===== config.mk =====
export PLATFORM = sky130hd
export DESIGN_NAME = sync_fifo_flags
export DESIGN_NICKNAME = d
export VERILOG_FILES = /design/src/rtl/sync_fifo_flags.sv
export SDC_FILE = /design/constraint.sdc
export NUM_CORES = 1
export LEC_CHECK = 0
export CAP_MARGIN = 20
export CORE_ASPECT_RATIO = 0.5
export CORE_MARGIN = 2
export CORE_UTILIZATION = 59
export DETAILED_ROUTE_END_ITERATION = 7
export PLACE_DENSITY = 0.89
export REMOVE_ABC_BUFFERS = 1
export SLEW_MARGIN = 20
export SYNTH_ARGS = -nofsm -noshare
export SYNTH_HDL_FRONTEND = slang
export SYNTH_SLANG_ARGS = --single-unit
export TNS_END_PERCENT = 20

===== constraint.sdc =====
create_clock -name clk -period 3.31 [get_ports clk]
set_clock_uncertainty 0.1 [all_clocks]
set_input_delay 0.331 -clock clk [delete_from_list [all_inputs] [get_ports clk]]
set_output_delay 0.331 -clock clk [all_outputs]
set_load 0.05 [all_outputs]

===== src/rtl/sync_fifo_flags.sv =====
`default_nettype none
// ============================================================================
//  Module      : sync_fifo_flags
//  Description : Single-clock FIFO with fill count, almost-full/almost-empty
//                thresholds, optional first-word-fall-through read, synchronous
//                flush and sticky overflow/underflow error flags.
//  Revision    : 1.0 - initial release
// ============================================================================
module sync_fifo_flags #(
  parameter int DATA_WIDTH = 8,
  parameter int FIFO_DEPTH = 16,
  parameter int AF_THRESH  = 14,
  parameter int AE_THRESH  = 2,
  parameter int FWFT       = 0,
  localparam int ADDR_W    = $clog2(FIFO_DEPTH)
) (
  input  logic                  clk,
  input  logic                  rst,
  input  logic                  flush,
  input  logic                  clr_err,
  input  logic                  write_en,
  input  logic [DATA_WIDTH-1:0] data_in,
  input  logic                  read_en,
  output logic [DATA_WIDTH-1:0] data_out,
  output logic                  data_valid,
  output logic                  empty,
  output logic                  full,
  output logic                  almost_empty,
  output logic                  almost_full,
  output logic [ADDR_W:0]       count,
  output logic                  overflow,
  output logic                  underflow
);

  localparam int               c_cnt_w = ADDR_W + 1;
  localparam logic [ADDR_W:0]  c_depth = c_cnt_w'(FIFO_DEPTH);
  localparam logic [ADDR_W:0]  c_af    = c_cnt_w'(AF_THRESH);
  localparam logic [ADDR_W:0]  c_ae    = c_cnt_w'(AE_THRESH);

  logic [DATA_WIDTH-1:0] mem [FIFO_DEPTH];

  logic [ADDR_W-1:0]     wr_ptr_q, wr_ptr_d;
  logic [ADDR_W-1:0]     rd_ptr_q, rd_ptr_d;
  logic [ADDR_W:0]       count_q, count_d;
  logic [DATA_WIDTH-1:0] data_out_q, data_out_d;
  logic                  data_valid_q, data_valid_d;
  logic                  empty_q, empty_d;
  logic                  full_q, full_d;
  logic                  almost_empty_q, almost_empty_d;
  logic                  almost_full_q, almost_full_d;
  logic                  overflow_q, overflow_d;
  logic                  underflow_q, underflow_d;

  logic                  w_wr_acc;
  logic                  w_rd_acc;
  logic                  w_mem_we;

  // Acceptance is decided from the registered (pre-edge) flags; flush discards both requests.
  assign w_wr_acc = write_en & ~full_q & ~flush;
  assign w_rd_acc = read_en & ~empty_q & ~flush;
  assign w_mem_we = w_wr_acc & ~rst;

  // Next-state computation for pointers, occupancy, flags, read register and error flags.
  always_comb begin
    wr_ptr_d   = wr_ptr_q;
    rd_ptr_d   = rd_ptr_q;
    count_d    = count_q;
    data_out_d = data_out_q;
    if (flush) begin
      wr_ptr_d = '0;
      rd_ptr_d = '0;
      count_d  = '0;
    end else begin
      if (w_wr_acc) wr_ptr_d = wr_ptr_q + ADDR_W'(1);
      if (w_rd_acc) begin
        rd_ptr_d   = rd_ptr_q + ADDR_W'(1);
        data_out_d = mem[rd_ptr_q];
      end
      case ({w_wr_acc, w_rd_acc})
        2'b10:   count_d = count_q + c_cnt_w'(1);
        2'b01:   count_d = count_q - c_cnt_w'(1);
        default: count_d = count_q;
      endcase
    end

    empty_d        = (count_d == '0);
    full_d         = (count_d == c_depth);
    almost_empty_d = (count_d <= c_ae);
    almost_full_d  = (count_d >= c_af);

    // Registered mode pulses valid for the cycle the read word lands; FWFT mirrors !empty.
    data_valid_d = (FWFT != 0) ? (count_d != '0) : w_rd_acc;

    // A new error in the same cycle as clr_err keeps the flag set.
    overflow_d  = (write_en & full_q & ~flush)  | (overflow_q  & ~clr_err);
    underflow_d = (read_en  & empty_q & ~flush) | (underflow_q & ~clr_err);
  end

  // State registers with synchronous reset.
  always_ff @(posedge clk) begin
    if (rst) begin
      wr_ptr_q       <= '0;
      rd_ptr_q       <= '0;
      count_q        <= '0;
      data_out_q     <= '0;
      data_valid_q   <= 1'b0;
      empty_q        <= 1'b1;
      full_q         <= 1'b0;
      almost_empty_q <= 1'b1;
      almost_full_q  <= 1'b0;
      overflow_q     <= 1'b0;
      underflow_q    <= 1'b0;
    end else begin
      wr_ptr_q       <= wr_ptr_d;
      rd_ptr_q       <= rd_ptr_d;
      count_q        <= count_d;
      data_out_q     <= data_out_d;
      data_valid_q   <= data_valid_d;
      empty_q        <= empty_d;
      full_q         <= full_d;
      almost_empty_q <= almost_empty_d;
      almost_full_q  <= almost_full_d;
      overflow_q     <= overflow_d;
      underflow_q    <= underflow_d;
    end
  end

  // Storage array has no reset; only accepted writes touch it.
  always_ff @(posedge clk) begin
    if (w_mem_we) mem[wr_ptr_q] <= data_in;
  end

  generate
    if (FWFT != 0) begin : g_fwft
      // Head word is shown directly; when empty, the last popped word stays visible.
      assign data_out = empty_q ? data_out_q : mem[rd_ptr_q];
    end else begin : g_reg
      assign data_out = data_out_q;
    end
  endgenerate

  assign data_valid   = data_valid_q;
  assign empty        = empty_q;
  assign full         = full_q;
  assign almost_empty = almost_empty_q;
  assign almost_full  = almost_full_q;
  assign count        = count_q;
  assign overflow     = overflow_q;
  assign underflow    = underflow_q;

endmodule
`default_nettype wire


==> flow_summary.html, run 1 <==
<table>
<tr><th>Metric</th><th>Value</th></tr>
<tr><th colspan="2">STA</th></tr>
<tr><td>Setup TNS</td><td>0 ns</td></tr>
<tr><td>Final Hold Violating Endpoints</td><td>0</td></tr>
<tr><td>Worst-case hold slack</td><td>0.361 ns</td></tr>
<tr><td>Highest achievable clock rate</td><td>0.363 GHz</td></tr>
<tr><td>Final setup violation count</td><td>0</td></tr>
<tr><td>Unrepaired setup endpoints after global routing</td><td>false</td></tr>
<tr><td>Remaining max-slew budget at the tightest pin</td><td>0.558</td></tr>
<tr><td>Actual slew at the worst max-slew pin</td><td>0.661 ns</td></tr>
<tr><td>Min Clock Period, post-route</td><td>2.75 ns</td></tr>
<tr><td>Slew Viols, Final</td><td>0</td></tr>
<tr><td>Share of the clock period used by the worst path</td><td>0.832</td></tr>
<tr><th colspan="2">Placed design</th></tr>
<tr><td>HPWL after detailed placement</td><td>8910 um</td></tr>
<tr><td>Count of input and output buffers</td><td>33</td></tr>
<tr><td>Routability congestion estimate from global placement</td><td>0.872</td></tr>
<tr><td>Instance count after placement with tap cells included</td><td>535</td></tr>
<tr><th colspan="2">Cells and area</th></tr>
<tr><td>Area growth, synth to finish</td><td>18.7%</td></tr>
<tr><td>Fin nets</td><td>435</td></tr>
<tr><td>ANT cells</td><td>0</td></tr>
<tr><td>Share of cells above drive strength 1</td><td>0.239</td></tr>
<tr><td>Final cell count without fillers</td><td>566</td></tr>
<tr><th colspan="2">Global routing</th></tr>
<tr><td>Global-route wire length before repair</td><td>21300 um</td></tr>
<tr><td>Pin count of the biggest net entering global routing</td><td>36</td></tr>
<tr><td>Vias in the first global route</td><td>3688</td></tr>
<tr><td>Number of antenna violations at the first check in global routing</td><td>0</td></tr>
<tr><td>Overflow left after global routing</td><td>0</td></tr>
<tr><td>Total routing resource utilization after global routing</td><td>0.262</td></tr>
<tr><th colspan="2">Setup path</th></tr>
<tr><td>Worst path required time</td><td>3.57 ns</td></tr>
<tr><td>Arrival time of data at the critical path endpoint</td><td>3.02 ns</td></tr>
<tr><td>Slowest stage cell, crit path</td><td>sky130_fd_sc_hd__clkdlybuf4s50_1</td></tr>
<tr><td>List of cells traversed by the critical path</td><td>clkdlybuf4s50_1 -&gt; or3b_4 -&gt; clkinv_2 -&gt; nand2_1 -&gt; xnor2_1 -&gt; ha_1 -&gt; a21o_2 -&gt; and3_1 -&gt; nor3_2 -&gt; mux2i_1 -&gt; and4_1</td></tr>
<tr><td>Worst path max stage delay</td><td>0.51 ns</td></tr>
<tr><td>Critical-path maximum fanout</td><td>4</td></tr>
<tr><td>Startpoint type of the worst setup path</td><td>primary input</td></tr>
<tr><td>Category of the most critical setup path</td><td>in -&gt; reg</td></tr>
<tr><td>Sort of element at the end of the critical path</td><td>flop</td></tr>
<tr><th colspan="2">Clocking</th></tr>
<tr><td>Count of cells resized by post-cts repair</td><td>0</td></tr>
<tr><td>Count of hold buffers inserted by post-cts repair</td><td>0</td></tr>
<tr><td>Number of sinks driven by the clock tree</td><td>156</td></tr>
<tr><td>Cell chosen for the clock root</td><td>sky130_fd_sc_hd__clkbuf_16</td></tr>
<tr><td>CTS clock-pin slew for the worst setup and hold paths</td><td>0.06 ns</td></tr>
<tr><td>Inserted Clock Buffers</td><td>17</td></tr>
<tr><td>Later-pin clock latency in the skew report</td><td>0.42 ns</td></tr>
<tr><td>CTS tree</td><td>yes</td></tr>
<tr><td>Post-CTS setup buffer count</td><td>0</td></tr>
<tr><td>Largest buffer count on any clock path</td><td>2</td></tr>
<tr><td>Number of levels the H-tree was split into</td><td>4</td></tr>
<tr><th colspan="2">Floorplan</th></tr>
<tr><td>Die extent in x</td><td>150 um</td></tr>
<tr><td>Count of boundary I/O pins</td><td>34</td></tr>
<tr><td>Placeable core region</td><td>10300 um2</td></tr>
<tr><td>Core Rows</td><td>26</td></tr>
<tr><td>Die height</td><td>77.0 um</td></tr>
<tr><td>Floorplan die area</td><td>11500 um2</td></tr>
<tr><td>Initial cell density of the core</td><td>0.611</td></tr>
<tr><th colspan="2">Synth</th></tr>
<tr><td>Dominant cells by area after synthesis</td><td>sky130_fd_sc_hd__edfxtp_1 (61%), sky130_fd_sc_hd__mux4_2 (14%), sky130_fd_sc_hd__dfxtp_1 (8.9%), sky130_fd_sc_hd__nor2_1 (1.8%), sky130_fd_sc_hd__nand2_1 (1.6%)</td></tr>
<tr><td>Leading register cell type out of synthesis</td><td>sky130_fd_sc_hd__edfxtp_1</td></tr>
<tr><td>Post-synth cell types</td><td>47</td></tr>
<tr><td>Cell taking the most area after synthesis</td><td>sky130_fd_sc_hd__edfxtp_1</td></tr>
<tr><td>Number of synthesized register bits</td><td>156</td></tr>
<tr><td>Number of enable flip-flop cells after synthesis</td><td>128</td></tr>
<tr><td>Syn avg cell area</td><td>17.4 um2</td></tr>
<tr><td>Top cell type's share of synthesized area</td><td>0.612</td></tr>
<tr><td>Cells after Synth</td><td>361</td></tr>
<tr><td>Portion of the post-synthesis area used by sequential elements</td><td>0.701</td></tr>
<tr><td>Share of flip-flops with an asynchronous set or reset after synthesis</td><td>0</td></tr>
<tr><td>Warning count from the yosys run</td><td>0</td></tr>
<tr><td>Cell area after synthesis</td><td>6280 um2</td></tr>
<tr><th colspan="2">Power</th></tr>
<tr><td>Total power per unit cell area</td><td>570 nW/um2</td></tr>
<tr><td>Static leakage</td><td>2.42 nW</td></tr>
<tr><td>Maximum VDD drop</td><td>346 uV</td></tr>
<tr><th colspan="2">Route</th></tr>
<tr><td>Final wirelength</td><td>14100 um</td></tr>
<tr><td>Routed len/inst</td><td>24.9 um</td></tr>
<tr><td>Starting DRT DRC Count</td><td>481</td></tr>
<tr><td>Drt via density</td><td>6.33</td></tr>
<tr><td>Vias after detailed routing</td><td>3581</td></tr>
<tr><td>Number of remaining DRC errors</td><td>0</td></tr>
<tr><td>Number of detailed-route iterations in the first pass</td><td>5</td></tr>
<tr><td>Remaining number of nets flagged by the antenna check after routing</td><td>0</td></tr>
<tr><th colspan="2">Run</th></tr>
<tr><td>Max-capacitance violation count</td><td>0</td></tr>
<tr><th colspan="2">Worst hold path</th></tr>
<tr><td>Worst min-delay path category</td><td>reg -&gt; reg</td></tr>
<tr><th colspan="2">Run status</th></tr>
<tr><td>Result of the run</td><td>finished, final reports clean</td></tr>
</table>
-- Yosys cell counts, types with 2 or more instances --
| master | instances |
|---|---|
| sky130_fd_sc_hd__nand2b_1 | 2 |
| sky130_fd_sc_hd__inv_1 | 10 |
| sky130_fd_sc_hd__nand2_1 | 26 |
| sky130_fd_sc_hd__edfxtp_1 | 128 |
| sky130_fd_sc_hd__and3_1 | 3 |
| sky130_fd_sc_hd__buf_4 | 3 |
| sky130_fd_sc_hd__and2b_2 | 2 |
| sky130_fd_sc_hd__mux4_2 | 40 |
| sky130_fd_sc_hd__nand4_1 | 4 |
| sky130_fd_sc_hd__a21oi_1 | 13 |
| sky130_fd_sc_hd__buf_6 | 3 |
| sky130_fd_sc_hd__xor2_1 | 4 |
| sky130_fd_sc_hd__xnor2_1 | 5 |
| sky130_fd_sc_hd__buf_2 | 3 |
| sky130_fd_sc_hd__nor3_1 | 4 |
| sky130_fd_sc_hd__ha_1 | 7 |
| sky130_fd_sc_hd__nor2_1 | 30 |
| sky130_fd_sc_hd__dfxtp_1 | 28 |
| sky130_fd_sc_hd__clkbuf_1 | 11 |
| sky130_fd_sc_hd__o21ai_0 | 3 |
| sky130_fd_sc_hd__mux2i_1 | 4 |
| sky130_fd_sc_hd__a32oi_1 | 2 |
| sky130_fd_sc_hd__and4_1 | 2 |
-- final timing paths --
| check | end | slack [ns] | from | cells past startpoint |
|---|---|---|---|---|
| worst min-delay path | data_out[6]$_SDFFE_PP0P_ | 0.36 | data_out[6]$_SDFFE_PP0P_ | 2 |
| worst min register to register | data_out[6]$_SDFFE_PP0P_ | 0.36 | data_out[6]$_SDFFE_PP0P_ | 2 |
| worst max-delay path | full$_SDFF_PP0_ | 0.56 | read_en | 11 |
| worst max register to register | full$_SDFF_PP0_ | 0.64 | empty$_SDFF_PP1_ | 10 |
-- area by class of cell --
cell class,instances,area [um2]
inverter,11,42.5
fill,563,2830
multi-input combinational,173,1720
timing repair buffer,55,508
clock buffer,18,429
clock inverter,13,175
tap,140,175
sequential,156,4410
-- power breakdown --
part / total, mW / switching, mW / internal [mW]
Combinational: 0.122 / 0.0762 / 0.0454
Clock: 1.99 / 0.743 / 1.25
Sequential: 2.14 / 0.00742 / 2.13
Total: 4.25 / 0.827 / 3.42
-- cell families (layout without fill, tap and decap cells) --
kind of cell             Yosys count  count (layout)  synth area share
adder cells (fa/ha/maj)            7               7            0.0139
multiplexers                      44              44             0.150
flip-flops                       156             156             0.701
buffers and inverters             32              97            0.0253
AND/OR/NAND/NOR                   84              84            0.0649
AO/OA/AOI/OAI                     29              29            0.0325
XOR/XNOR                           9               9            0.0125
-- metrics by stage --
step	utilization	power, mW	cell area (um2)	setup slack, ns
floorplan	-	2.23	6170	0.357
detailed placement	0.666	2.30	6850	0.177
CTS	0.725	4.26	7450	0.601
global route	0.725	4.34	7450	0.476
finish	0.725	4.25	7450	0.555
global placement	0.666	2.29	6850	0.308
-- worst max-delay path, delay by kind of cell --
family                     cells  cell delay [ns]
AOI/OAI and AO/OA              1             0.22
xor gates and xnor gates       1             0.13
adders and majority gates      1             0.23
buffers and inverters          2             0.58
muxes                          1             0.43
and+or+nand+nor                5             1.11
-- registers in the layout, summed over array words and instances, names as in the netlist --
| register | count |
|---|---|
| mem | 128 |
| data_out | 8 |
| count | 5 |
| rd_ptr_q | 4 |
| wr_ptr_q | 4 |
| almost_empty | 1 |
| almost_full | 1 |
| data_valid | 1 |
| empty | 1 |
| full | 1 |
| overflow | 1 |
| underflow | 1 |
-- routing by layer --
metal,vias to the layer above,part of all wire,GRT usage
met1,1816,0.38,0.344
met2,229,0.50,0.428
li1,1508,-,-
met4,0,0.022,0.114
met5,-,0,0
met3,28,0.095,0.0583
-- cells in the final DEF, fill, tap and decap left out, drive strengths merged, types with 2 or more instances in the layout --
master and instances:
a21o 2, a21oi 14, a32oi 2, and2b 2, and3 3, and4 2
buf 22, bufinv 4, clkbuf 18, clkdlybuf4s50 33, clkinv 9, dfxtp 28
edfxtp 128, ha 7, inv 10, mux2i 4, mux4 40, nand2 26
nand2b 2, nand4 4, nor2 30, nor3 5, o21ai 4, or3b 2
xnor2 5, xor2 4
Note: power is estimated with default switching activity, not from simulation.
==> run 2: changes to the inputs <==
- clock period: 3.31 -> 2.7 ns (I/O delays scaled with it)
==> run 2 against run 1 <==
Effect of this change:
- total power is 23% higher
- register-to-register slack worse by 0.60 ns
- first-iteration DRC count is 13% lower
- core utilization is 1.3 points higher
- combinational power is 37% higher
- die area stayed put
- sequential share of layout area is 1.0 points lower
- setup slack worse by 0.52 ns
- sequential power is 22% higher
- final cell count is 3.2% higher
==> flow_summary.html, run 2 (synthesized netlist as in run 1, its figures left out) <==
<table>
<tr><th>Metric</th><th>Value</th></tr>
<tr><th colspan="2">Route</th></tr>
<tr><td>Remaining number of nets flagged by the antenna check after routing</td><td>0 (unchanged)</td></tr>
<tr><td>Number of detailed-route iterations in the first pass</td><td>5 (unchanged)</td></tr>
<tr><td>Drt via density</td><td>6.57 (was 6.33)</td></tr>
<tr><td>Number of remaining DRC errors</td><td>0 (unchanged)</td></tr>
<tr><td>Starting DRT DRC Count</td><td>419 (was 481)</td></tr>
<tr><td>Vias after detailed routing</td><td>3834 (was 3581)</td></tr>
<tr><td>Final wirelength</td><td>15100 um (was 14100 um)</td></tr>
<tr><td>Routed len/inst</td><td>25.8 um (was 24.9 um)</td></tr>
<tr><th colspan="2">Clocking</th></tr>
<tr><td>CTS clock-pin slew for the worst setup and hold paths</td><td>0.06 ns (about the same)</td></tr>
<tr><td>Count of hold buffers inserted by post-cts repair</td><td>0 (unchanged)</td></tr>
<tr><td>CTS tree</td><td>yes (unchanged)</td></tr>
<tr><td>Inserted Clock Buffers</td><td>17 (unchanged)</td></tr>
<tr><td>Later-pin clock latency in the skew report</td><td>0.43 ns (was 0.42 ns)</td></tr>
<tr><td>Largest buffer count on any clock path</td><td>2 (unchanged)</td></tr>
<tr><td>Number of levels the H-tree was split into</td><td>4 (unchanged)</td></tr>
<tr><td>Number of sinks driven by the clock tree</td><td>156 (unchanged)</td></tr>
<tr><td>Cell chosen for the clock root</td><td>sky130_fd_sc_hd__clkbuf_16 (unchanged)</td></tr>
<tr><th colspan="2">Cells and area</th></tr>
<tr><td>Area growth, synth to finish</td><td>20.8% (was 18.7%)</td></tr>
<tr><td>Most frequent cells in the layout</td><td>sky130_fd_sc_hd__edfxtp_1 (128), sky130_fd_sc_hd__mux4_2 (40), sky130_fd_sc_hd__buf_4 (39), sky130_fd_sc_hd__clkdlybuf4s50_1 (32), sky130_fd_sc_hd__nor2_1 (30) (was sky130_fd_sc_hd__edfxtp_1 (128), sky130_fd_sc_hd__mux4_2 (40), sky130_fd_sc_hd__clkdlybuf4s50_1 (33), sky130_fd_sc_hd__nor2_1 (30), sky130_fd_sc_hd__dfxtp_1 (27))</td></tr>
<tr><td>ANT cells</td><td>0 (unchanged)</td></tr>
<tr><td>Final cell count without fillers</td><td>584 (was 566)</td></tr>
<tr><td>Most common cell after layout, fill and taps aside</td><td>sky130_fd_sc_hd__edfxtp_1 (unchanged)</td></tr>
<tr><td>Filler cell count in the final layout</td><td>533 (was 563)</td></tr>
<tr><td>Fin nets</td><td>453 (was 435)</td></tr>
<tr><td>Number of flip-flops in the largest register</td><td>128 (unchanged)</td></tr>
<tr><td>Register containing the most flip-flops in the final layout</td><td>mem (unchanged)</td></tr>
<tr><td>Share of cells above drive strength 1</td><td>0.282 (was 0.239)</td></tr>
<tr><th colspan="2">Placed design</th></tr>
<tr><td>Minimum setup slack after placement</td><td>-0.427 ns (was 0.177 ns)</td></tr>
<tr><td>Routability congestion estimate from global placement</td><td>0.852 (was 0.872)</td></tr>
<tr><td>Instance count after placement with tap cells included</td><td>552 (was 535)</td></tr>
<tr><td>HPWL after detailed placement</td><td>9190 um (was 8910 um)</td></tr>
<tr><td>Count of input and output buffers</td><td>33 (unchanged)</td></tr>
<tr><th colspan="2">STA</th></tr>
<tr><td>Final worst slack</td><td>0.0382 ns (was 0.555 ns)</td></tr>
<tr><td>Remaining max-slew budget at the tightest pin</td><td>0.570 (was 0.558)</td></tr>
<tr><td>Share of the clock period used by the worst path</td><td>0.986</td></tr>
<tr><td>Highest achievable clock rate</td><td>0.376 GHz</td></tr>
<tr><td>Min Clock Period, post-route</td><td>2.66 ns</td></tr>
<tr><td>Final setup violation count</td><td>0 (unchanged)</td></tr>
<tr><td>Actual slew at the worst max-slew pin</td><td>0.643 ns (was 0.661 ns)</td></tr>
<tr><td>Final Hold Violating Endpoints</td><td>0 (unchanged)</td></tr>
<tr><td>Slew Viols, Final</td><td>0 (unchanged)</td></tr>
<tr><th colspan="2">Setup path</th></tr>
<tr><td>Critical-path maximum fanout</td><td>4 (unchanged)</td></tr>
<tr><td>Arrival time of data at the critical path endpoint</td><td>2.87 ns (was 3.02 ns)</td></tr>
<tr><td>Startpoint type of the worst setup path</td><td>flop (was primary input)</td></tr>
<tr><td>Crit path from</td><td>empty$_SDFF_PP1_ (was read_en)</td></tr>
<tr><td>Sort of element at the end of the critical path</td><td>flop (unchanged)</td></tr>
<tr><td>FF-to-FF Start</td><td>empty$_SDFF_PP1_ (unchanged)</td></tr>
<tr><td>Category of the most critical setup path</td><td>reg -&gt; reg (was in -&gt; reg)</td></tr>
<tr><td>Worst path required time</td><td>2.91 ns (was 3.57 ns)</td></tr>
<tr><td>Worst reg2reg setup slack</td><td>0.04 ns (was 0.64 ns)</td></tr>
<tr><th colspan="2">Power</th></tr>
<tr><td>Static leakage</td><td>2.51 nW (was 2.42 nW)</td></tr>
<tr><td>Total power per unit cell area</td><td>687 nW/um2 (was 570 nW/um2)</td></tr>
<tr><td>Maximum VDD drop</td><td>490 uV (was 346 uV)</td></tr>
<tr><th colspan="2">Floorplan</th></tr>
<tr><td>Die height</td><td>77.0 um (unchanged)</td></tr>
<tr><td>Initial cell density of the core</td><td>0.611 (unchanged)</td></tr>
<tr><td>Die extent in x</td><td>150 um (unchanged)</td></tr>
<tr><td>Placeable core region</td><td>10300 um2 (unchanged)</td></tr>
<tr><td>Floorplan die area</td><td>11500 um2 (unchanged)</td></tr>
<tr><td>Count of boundary I/O pins</td><td>34 (unchanged)</td></tr>
<tr><td>Core Rows</td><td>26 (unchanged)</td></tr>
<tr><th colspan="2">Global routing</th></tr>
<tr><td>Total routing resource utilization after global routing</td><td>0.285 (was 0.262)</td></tr>
<tr><td>Global-route wire length before repair</td><td>23400 um (was 21300 um)</td></tr>
<tr><td>Pin count of the biggest net entering global routing</td><td>36 (unchanged)</td></tr>
<tr><td>Overflow left after global routing</td><td>0 (unchanged)</td></tr>
<tr><td>Number of antenna violations at the first check in global routing</td><td>0 (unchanged)</td></tr>
<tr><td>Vias in the first global route</td><td>4014 (was 3688)</td></tr>
<tr><th colspan="2">Worst hold path</th></tr>
<tr><td>Hold Crit Start</td><td>read_en (was data_out[6]$_SDFFE_PP0P_)</td></tr>
<tr><td>Worst min-delay path category</td><td>in -&gt; reg (was reg -&gt; reg)</td></tr>
<tr><th colspan="2">Run status</th></tr>
<tr><td>Result of the run</td><td>finished, final reports clean (unchanged)</td></tr>
<tr><th colspan="2">Run</th></tr>
<tr><td>Max-capacitance violation count</td><td>0 (unchanged)</td></tr>
</table>
[run 2: power breakdown]
| part | total (mW) | switching (mW) | internal, mW |
|---|---|---|---|
| Combinational | 0.167 | 0.103 | 0.0640 |
| Clock | 2.43 | 0.976 | 1.45 |
| Sequential | 2.62 | 0.00883 | 2.61 |
| Total | 5.22 | 1.09 | 4.13 |
[run 2: final cells by class]
type | instances | area (um2) | share of cell area
Clock inverter | 14 | 169 | 0.0223
Timing Repair Buffer | 73 | 646 | 0.0851
Tap cell | 140 | 175 | 0.0231
Multi-Input combinational cell | 173 | 1720 | 0.227
Clock buffer | 17 | 425 | 0.0561
Sequential cell | 156 | 4410 | 0.581
Inverter | 11 | 42.5 | 0.00561
[run 2: path summary, 6_finish.rpt]
kind | end | cells after the start
worst min-delay path | underflow$_SDFF_PP0_ | 3
worst min register to register | data_out[6]$_SDFFE_PP0P_ | 2
worst max register to register | almost_empty$_SDFF_PP1_ | 10
worst max-delay path | almost_empty$_SDFF_PP1_ | 10
[run 2: repair_timing]
action                                  CTS  global route
pin swaps                                 1             1
gates resized for setup                   0             4
endpoints found under the setup margin    1             3
gates cloned                              0             0
setup buffers                             0             1
[run 2: layer usage]
layer  up-vias  track usage  part of all wire
met5         -            0                 0
met4         0        0.133             0.034
met3        48       0.0863              0.11
met2       322        0.443              0.48
met1      1922        0.373              0.37
li1       1542            -                 -
[run 2: per-stage QoR]
| stage | util | cell area (um2) | total power, mW | hold slack, ns | setup TNS [ns] |
|---|---|---|---|---|---|
| finish | 0.738 | 7590 | 5.22 | 0.114 | 0 |
| global route | 0.738 | 7590 | 5.34 | 0.136 | -0.00513 |
| CTS | 0.737 | 7570 | 5.23 | 0.387 | 0 |
| detailed placement | 0.679 | 6980 | 2.83 | 0.359 | -1.88 |
| global placement | 0.679 | 6980 | 2.81 | 0.345 | -0.813 |
| floorplan | - | 6170 | 2.73 | 0.239 | -2.44 |
[run 2: critical path: stages (launching register included)]
cell and delay, ns:
sky130_fd_sc_hd__dfxtp_2 0.34, sky130_fd_sc_hd__or3b_4 0.39, sky130_fd_sc_hd__clkinv_2 0.06, sky130_fd_sc_hd__nand2_1 0.07
sky130_fd_sc_hd__xnor2_1 0.14, sky130_fd_sc_hd__ha_2 0.21, sky130_fd_sc_hd__or4_1 0.42, sky130_fd_sc_hd__nand4_1 0.16
sky130_fd_sc_hd__and4_4 0.24, sky130_fd_sc_hd__nor4_1 0.05, sky130_fd_sc_hd__a311o_1 0.36
